--- src/rtl/muldiv_seq.sv ---
// Iterative multiply/divide sequencer: one shared 2W-bit shift/accumulate datapath,
// fixed latency (W BUSY cycles + one FIX cycle), result returned over valid/ready.
module muldiv_seq #(
   parameter int W = 32
) (
   input  logic         clk,
   input  logic         rst_n,
   input  logic         flush,
   input  logic         start_valid,
   output logic         start_ready,
   input  logic [4:0]   op,
   input  logic [W-1:0] src_a,
   input  logic [W-1:0] src_b,
   output logic         res_valid,
   input  logic         res_ready,
   output logic [W-1:0] result,
   output logic         busy,
   output logic [1:0]   dbg_state
);

   // Handshakes: a transfer happens on a rising edge where valid && ready are both high.
   // start_ready is combinational from state and flush; res_valid is a pure state decode.

   localparam int CW = $clog2(W);
   localparam logic [4:0] OP_MUL   = 5'd10;
   localparam logic [4:0] OP_MULH  = 5'd11;
   localparam logic [4:0] OP_MULHU = 5'd12;
   localparam logic [4:0] OP_DIV   = 5'd13;
   localparam logic [4:0] OP_MOD   = 5'd14;
   localparam logic [4:0] OP_DIVU  = 5'd15;
   localparam logic [4:0] OP_MODU  = 5'd16;

   typedef enum logic [1:0] {S_IDLE, S_BUSY, S_FIX, S_DONE} state_t;

   state_t          state_q, state_d;
   logic [CW-1:0]   cnt_q, cnt_d;
   logic [4:0]      op_q, op_d;
   logic [2*W-1:0]  acc_q, acc_d;
   logic [W-1:0]    opnd_q, opnd_d;
   logic            sgn_q, sgn_d;
   logic            sgn_a_q, sgn_a_d;
   logic            b_zero_q, b_zero_d;
   logic [W-1:0]    result_q, result_d;

   logic            in_signed, in_mul;
   logic [W-1:0]    a_mag, b_mag;
   logic [W:0]      mul_sum;
   logic [W:0]      div_rem, div_sub;
   logic            div_ge, cur_mul;
   logic [2*W-1:0]  prod;
   logic [W-1:0]    quo, rem;

   always_comb begin
      in_signed = (op == OP_MUL) || (op == OP_MULH) || (op == OP_DIV) || (op == OP_MOD);
      in_mul    = (op == OP_MUL) || (op == OP_MULH) || (op == OP_MULHU);
      a_mag     = (in_signed && src_a[W-1]) ? (~src_a + 1'b1) : src_a;
      b_mag     = (in_signed && src_b[W-1]) ? (~src_b + 1'b1) : src_b;
      cur_mul   = (op_q == OP_MUL) || (op_q == OP_MULH) || (op_q == OP_MULHU);

      // Multiply: acc = {partial high, remaining multiplier bits}, shifted right each step.
      mul_sum = {1'b0, acc_q[2*W-1:W]} + (acc_q[0] ? {1'b0, opnd_q} : '0);
      // Divide: acc = {remainder, dividend bits shifting out / quotient bits shifting in}.
      div_rem = acc_q[2*W-1:W-1];
      div_ge  = div_rem >= {1'b0, opnd_q};
      div_sub = div_rem - {1'b0, opnd_q};

      prod = sgn_q ? (~acc_q + 1'b1) : acc_q;
      // With a zero divisor the restoring loop leaves |a| in the remainder, so the
      // normal sign fix-up already reproduces src_a; only the quotient needs forcing.
      quo  = b_zero_q ? '1 : (sgn_q ? (~acc_q[W-1:0] + 1'b1) : acc_q[W-1:0]);
      rem  = sgn_a_q ? (~acc_q[2*W-1:W] + 1'b1) : acc_q[2*W-1:W];
   end

   always_comb begin
      state_d  = state_q;
      cnt_d    = cnt_q;
      op_d     = op_q;
      acc_d    = acc_q;
      opnd_d   = opnd_q;
      sgn_d    = sgn_q;
      sgn_a_d  = sgn_a_q;
      b_zero_d = b_zero_q;
      result_d = result_q;

      case (state_q)
         S_IDLE: begin
            if (start_valid && start_ready) begin
               state_d  = S_BUSY;
               cnt_d    = '0;
               op_d     = op;
               opnd_d   = in_mul ? a_mag : b_mag;
               acc_d    = {{W{1'b0}}, (in_mul ? b_mag : a_mag)};
               sgn_d    = in_signed && (src_a[W-1] ^ src_b[W-1]);
               sgn_a_d  = in_signed && src_a[W-1];
               b_zero_d = (src_b == '0);
            end
         end
         S_BUSY: begin
            if (cur_mul) acc_d = {mul_sum, acc_q[W-1:1]};
            else if (div_ge) acc_d = {div_sub[W-1:0], acc_q[W-2:0], 1'b1};
            else acc_d = {div_rem[W-1:0], acc_q[W-2:0], 1'b0};
            cnt_d = cnt_q + 1'b1;
            if (cnt_q == CW'(W - 1)) state_d = S_FIX;
         end
         S_FIX: begin
            state_d = S_DONE;
            case (op_q)
               OP_MUL:            result_d = prod[W-1:0];
               OP_MULH, OP_MULHU: result_d = prod[2*W-1:W];
               OP_DIV, OP_DIVU:   result_d = quo;
               OP_MOD, OP_MODU:   result_d = rem;
               default:           result_d = '0;
            endcase
         end
         S_DONE: begin
            if (res_ready) state_d = S_IDLE;
         end
         default: state_d = S_IDLE;
      endcase

      if (flush) state_d = S_IDLE;
   end

   always_ff @(posedge clk or negedge rst_n) begin
      if (!rst_n) begin
         state_q  <= S_IDLE;
         cnt_q    <= '0;
         op_q     <= '0;
         acc_q    <= '0;
         opnd_q   <= '0;
         sgn_q    <= 1'b0;
         sgn_a_q  <= 1'b0;
         b_zero_q <= 1'b0;
         result_q <= '0;
      end else begin
         state_q  <= state_d;
         cnt_q    <= cnt_d;
         op_q     <= op_d;
         acc_q    <= acc_d;
         opnd_q   <= opnd_d;
         sgn_q    <= sgn_d;
         sgn_a_q  <= sgn_a_d;
         b_zero_q <= b_zero_d;
         result_q <= result_d;
      end
   end

   assign start_ready = (state_q == S_IDLE) && !flush;
   assign res_valid   = (state_q == S_DONE);
   assign busy        = (state_q != S_IDLE);
   assign result      = result_q;
   assign dbg_state   = state_q;

endmodule

--- config.mk ---
export PLATFORM = sky130hd
export DESIGN_NAME = muldiv_seq
export DESIGN_NICKNAME = d
export VERILOG_FILES = /design/src/rtl/muldiv_seq.sv
export SDC_FILE = /design/constraint.sdc
export NUM_CORES = 1
export LEC_CHECK = 0
export BUFFER_PORTS_ARGS = -buffer_cell sky130_fd_sc_hd__buf_2
export CELL_PAD_IN_SITES_DETAIL_PLACEMENT = 1
export CELL_PAD_IN_SITES_GLOBAL_PLACEMENT = 1
export CORE_MARGIN = 1.5
export CORE_UTILIZATION = 46
export DETAILED_ROUTE_END_ITERATION = 10
export GPL_ROUTABILITY_DRIVEN = 0
export PLACE_DENSITY_LB_ADDON = 0.1
export SYNTH_ARGS = -nofsm -noshare
export SYNTH_HDL_FRONTEND = slang
export SYNTH_SLANG_ARGS = --single-unit
--- constraint.sdc ---
create_clock -name clk -period 4.2 [get_ports clk]
set_input_delay 0.63 -clock clk [delete_from_list [all_inputs] [get_ports clk]]
set_output_delay 0.63 -clock clk [all_outputs]
set_load 0.01 [all_outputs]
; ---- Yosys cells after proc, flatten, opt, wreduce, memory -nomap -nowiden
; Cells that the tools add are included.
; W data, S select, Z words.
[totals]
reg_bits = 143
inputBits = 74
output_inout_bits = 37
elab_cells = 87
[op_classes]
n_addsub = 8
n_lt_le_gt_ge = 1
n_eq_ne = 20
n_mux = 21
bitwise = 6
reduce_logical = 22
[op_table]
columns = op, count
row1 = $mux W32, 8
row2 = $mux W64, 4
row3 = $add A32 B1 Y32 const B, 4
row4 = $not A32 Y32, 4
row5 = $pmux W32 S4, 1
row6 = $pmux W64 S2, 1
row7 = $add A64 B1 Y64 const B, 1
row8 = $not A64 Y64, 1
row9 = $eq A5 B4 Y1 const B, 11
row10 = $add A32 B32 Y33, 1
row11 = $ge A33 B32 Y1, 1
row12 = $logic_not A32 Y1, 1
row13 = $sub A32 B32 Y32, 1
row14 = $eq A5 B5 Y1 const B, 2
row15 = $pmux W5 S2, 1
row16 = $mux W2, 4
row17 = $pmux W2 S4, 1
row18 = $logic_or A1 B1 Y1, 6
row19 = $ne A3 B3 Y1 const B, 2
row20 = $reduce_or A2 Y1, 3
row21 = $add A5 B1 Y5 const B, 1
row22 = $logic_and A1 B1 Y1, 5
row23 = $mux W5, 1
row24 = $eq A2 B2 Y1 const B, 2
row25 = other kinds (9), 11

; ---- Longest topological paths before layout
[depth]
depth_word = 9
mapped_depth = 14
ltp_nobuf = 14

; ---- Least setup slack after synthesis
; Ideal clock, no wire load.
[synth_path]
path_kind = register -> register
startpoint = register acc_q[3]
endpoint = register result_q[31], in the netlist result[31]
setup_time_ps = 126
arrival_ps = 3427
t_required_ps = 4074
slack_ps = 646
stages_incl_launch_ff = 12
path_buffers = 1
synth_period_minus_slack_ps = 3554
path_cell_list = dfrtp_1 > buf_6 > or4_4 > or3_4 > or4_4 > or3_4 > or3_4 > or3_4 > o21ai_2 > xor2_1 > nor2_1 > a221o_1
[synth_via]
elab_chain_len = 5
elab_cells_between_ends = 8
cone_classes = add/sub: 2 / mux: 4 / bitwise: 2
[synth_lines]
columns = element, line
row1 = "start, declared", 38  ; logic [2*W-1:0] acc_q, acc_d;
row2 = "start signal, assigned", 129  ; acc_q <= '0;
row3 = "start signal, assigned", 139  ; acc_q <= acc_d;
row4 = $not A32 Y32, 70  ; quo = b_zero_q ? '1 : (sgn_q ? (~acc_q[W-1:0] + 1'b1) : acc_q[W-1:0]);
row5 = $add A32 B1 Y32, 70
row6 = $mux W32 (2 in a row), 70
row7 = $pmux W32 S4 *, 107  ; case (op_q)
row8 = "end signal, assigned", 144  ; result_q <= result_d;
row9 = "end, declared", 43  ; logic [W-1:0] result_q, result_d;
; Mark *: on every way between the ends. The rest lies on a longest branch, timed or not.
; A chain may end at the register's enable or synchronous reset.

; ---- Worst setup path after layout
[layout_path]
startpoint = register acc_q[0]
endpoint = register acc_q[61]
[layout_via]
elab_chain_len = 4
[layout_lines]
columns = element, line
row1 = $mux W32, 61  ; mul_sum = {1'b0, acc_q[2*W-1:W]} + (acc_q[0] ? {1'b0, opnd_q} : '0);
row2 = $add A32 B32 Y33, 61
row3 = $mux W64, 99  ; if (cur_mul) acc_d = {mul_sum, acc_q[W-1:1]};
row4 = $pmux W64 S2, 85  ; case (state_q)
; No other way between the ends.

==> impl_metrics.tcl <==
set metrics [dict create \
    slew_headroom 0.130 \
    p_seq_frac 0.214 \
    area_growth_pct 11.3 \
    htreeDepth 4 \
    cts_tree "yes" \
    max_cap_violations 0 \
    postRouteWirelength_um 57800 \
    yosysTopAreaCellShare 0.249 \
    netlist_area_um2 14400 \
    worstMarginPinSlew_ns 1.30 \
    power_density_nw_per_um2 803 \
    port_buffers 110 \
    grt_pass1_vias 15800 \
    cp-end-kind "flop" \
    start_util 0.468 \
    via_per_inst 6.39 \
    syn_avg_cell_area_um2 7.26 \
    swShare 0.554 \
    die_w_um 180 \
    yosysTopAreaCell "dfrtp_1" \
    setup_violations 0 \
    synth_cell_type_count 73 \
    cp-start-kind "flop" \
    p_int_w 0.00572 \
    cts.repair.resized 0 \
    drive_gt1_frac 0.116 \
    ys_async_sr_fraction 1.00 \
    row_count 64 \
    core_um2 30700 \
    fill_cells 3963 \
    grt_start_max_net_pins 79 \
    drt-initial-drc-count 1384 \
    cts_buffers 17 \
    crit_arrival_ns 4.33 \
    crit_required_ns 4.57 \
    fin_area_um2 16000 \
    critical_path_class "reg -> reg" \
    holdBufCountCts 0 \
    ff_latch_area_um2 3580 \
    final_antenna_net_count 0 \
    pwr-share-comb 0.663 \
    synthTopCellsByCount "nand2_1, a21oi_1, nor2_1, o21ai_0, dfrtp_1" \
    die_y_um 180 \
    nNetsFinal 2187 \
    synth_edf_count 0 \
    dp_hpwl_um 44400 \
    finalHoldViolCount 0 \
    dieArea_um2 32300 \
    clock_skew_ns 0.0154 \
    path_max_fanout 13 \
    postSynthCellCount 1980 \
    grtUsageTotal 0.359 \
    io_pins 111 \
    drv_slew 0 \
    antenna_found_initial 0 \
    multi_input_area_um2 10100 \
    clockPowerShare 0.123 \
    irDropWorstVdd_mv 0.448 \
    final.setup.tns_ns 0 \
    postCtsSetupRepairBufs 0 \
    clockRootBuffer "clkbuf_16" \
    ys_ff_latch 143 \
    synth_most_common_cell "nand2_1" \
    drt_pre_antenna_iters 8 \
    dpl-instance-area_um2 15400 \
    diodes 0 \
    synth_fp_nets 2131 \
    synth_flop_cell "dfrtp_1" \
    clock_sinks 143 \
    ys_seq_area_frac 0.249 \
    yosysWarningCount 0 \
    finalCritPeriodShare 0.941 \
    clk_pin_slew_worst_paths_ns 0.08 \
    power_switching_w 0.00711 \
    fmax_mhz 253 \
    wl_per_cell_um 23.6 \
    grt_first_pass_wirelength_um 91000 \
    clk_path_buf_depth 2 \
    rsz0062_at_grt "false" \
    hold_class "in -> async" \
    drc 0 \
    vias 15600 \
    gr-total-overflow 0 \
    p_leak_nw 7.10 \
    outcome "finished, final reports clean" \
    fin_crit_ns 3.95 \
    clk_latency_ns 0.47 \
    synth.area.top_cells "dfrtp_1, a21oi_1, nand2_1, o21ai_0, ha_1" \
]
[cells in the final DEF, fill, tap and decap left out, types with 33 or more instances in the layout]
cell	n
a21oi_1	215
nor3_1	36
dfrtp_1	142
xnor2_1	93
nand3_1	33
buf_4	55
nand2_1	260
inv_1	71
o21ai_0	191
buf_2	109
a211oi_1	34
xor2_1	99
nor2_1	208
ha_1	75
[metrics by stage]
stage | setup WS (ns) | power, W | hold WS, ns | utilization | instances
finish | 0.246 | 0.0128 | 0.176 | 0.521 | 2445
global route | 0.00496 | 0.0137 | 0.249 | 0.521 | 2445
floorplan | 0.646 | 0.00812 | 0.334 | - | 1980
CTS | 0.319 | 0.0126 | 0.236 | 0.521 | 2445
global placement | 0.486 | 0.0107 | 0.463 | 0.503 | 2413
detailed placement | 0.343 | 0.0109 | 0.474 | 0.503 | 2413
[area by class of cell]
cell class	count	share of cell area
multi-input combinational	1636	0.630
sequential	143	0.224
timing repair buffer	166	0.0619
tap	396	0.0310
clock buffer	17	0.0266
inverter	72	0.0169
clock inverter	15	0.00939
[worst max-delay path, cell delays in order, from the launching register on]
cell	delay (ns)
dfrtp_1	0.44
inv_1	0.42
nor2_1	0.09
ha_1	0.35
a21oi_1	0.25
nand2b_1	0.16
o211a_1	0.21
o31ai_1	0.15
a41oi_1	0.45
a21oi_1	0.23
o311a_1	0.42
a41o_1	0.28
o2111a_1	0.23
a211oi_1	0.17
[cells by family after synthesis]
logic type	Yosys count	share of synthesized area
and+or+nand+nor	689	0.218
AOI/OAI and AO/OA	656	0.279
buffers and inverters	201	0.0531
xor gates and xnor gates	192	0.117
DFF	143	0.249
adders and majority gates	77	0.0681
muxes	22	0.0158
[layer usage]
metal / part of all wire / GRT usage
met1: 0.44 / 0.474
met3: 0.074 / 0.0693
met4: 0.034 / 0.129
met5: 0 / 0
met2: 0.46 / 0.582
[flip-flops by register name, summed over array words and instances, names as in the netlist]
signal / count
acc_q: 64
b_zero_q: 1
cnt_q: 5
dbg_state: 2
op_q: 5
opnd_q: 32
result: 32
sgn_a_q: 1
sgn_q: 1
[path summary, 6_finish.rpt]
check | slack, ns | depth (start not counted) | from | end
min reg2reg | 0.49 | 2 | cnt_q[4] | cnt_q[4]
min | 0.18 | 1 | rst_n | acc_q[52]
max reg2reg | 0.25 | 13 | acc_q[0] | acc_q[61]
max in group asynchronous | 3.16 | 2 | rst_n | result[14]
min in group clk | 0.37 | 2 | flush | dbg_state[1]
max | 0.25 | 13 | acc_q[0] | acc_q[61]
[power by group through the flow]
stage	registers, W	clock network (W)	logic, W
after global routing	0.00281	0.00163	0.00927
after CTS	0.00272	0.00158	0.00829
after detailed placement	0.00274	0	0.00819
final	0.00275	0.00158	0.00851
after floorplan	0.00239	0	0.00573
after global placement	0.00271	0	0.00798
No activity file was read; power rests on OpenSTA's default activity.
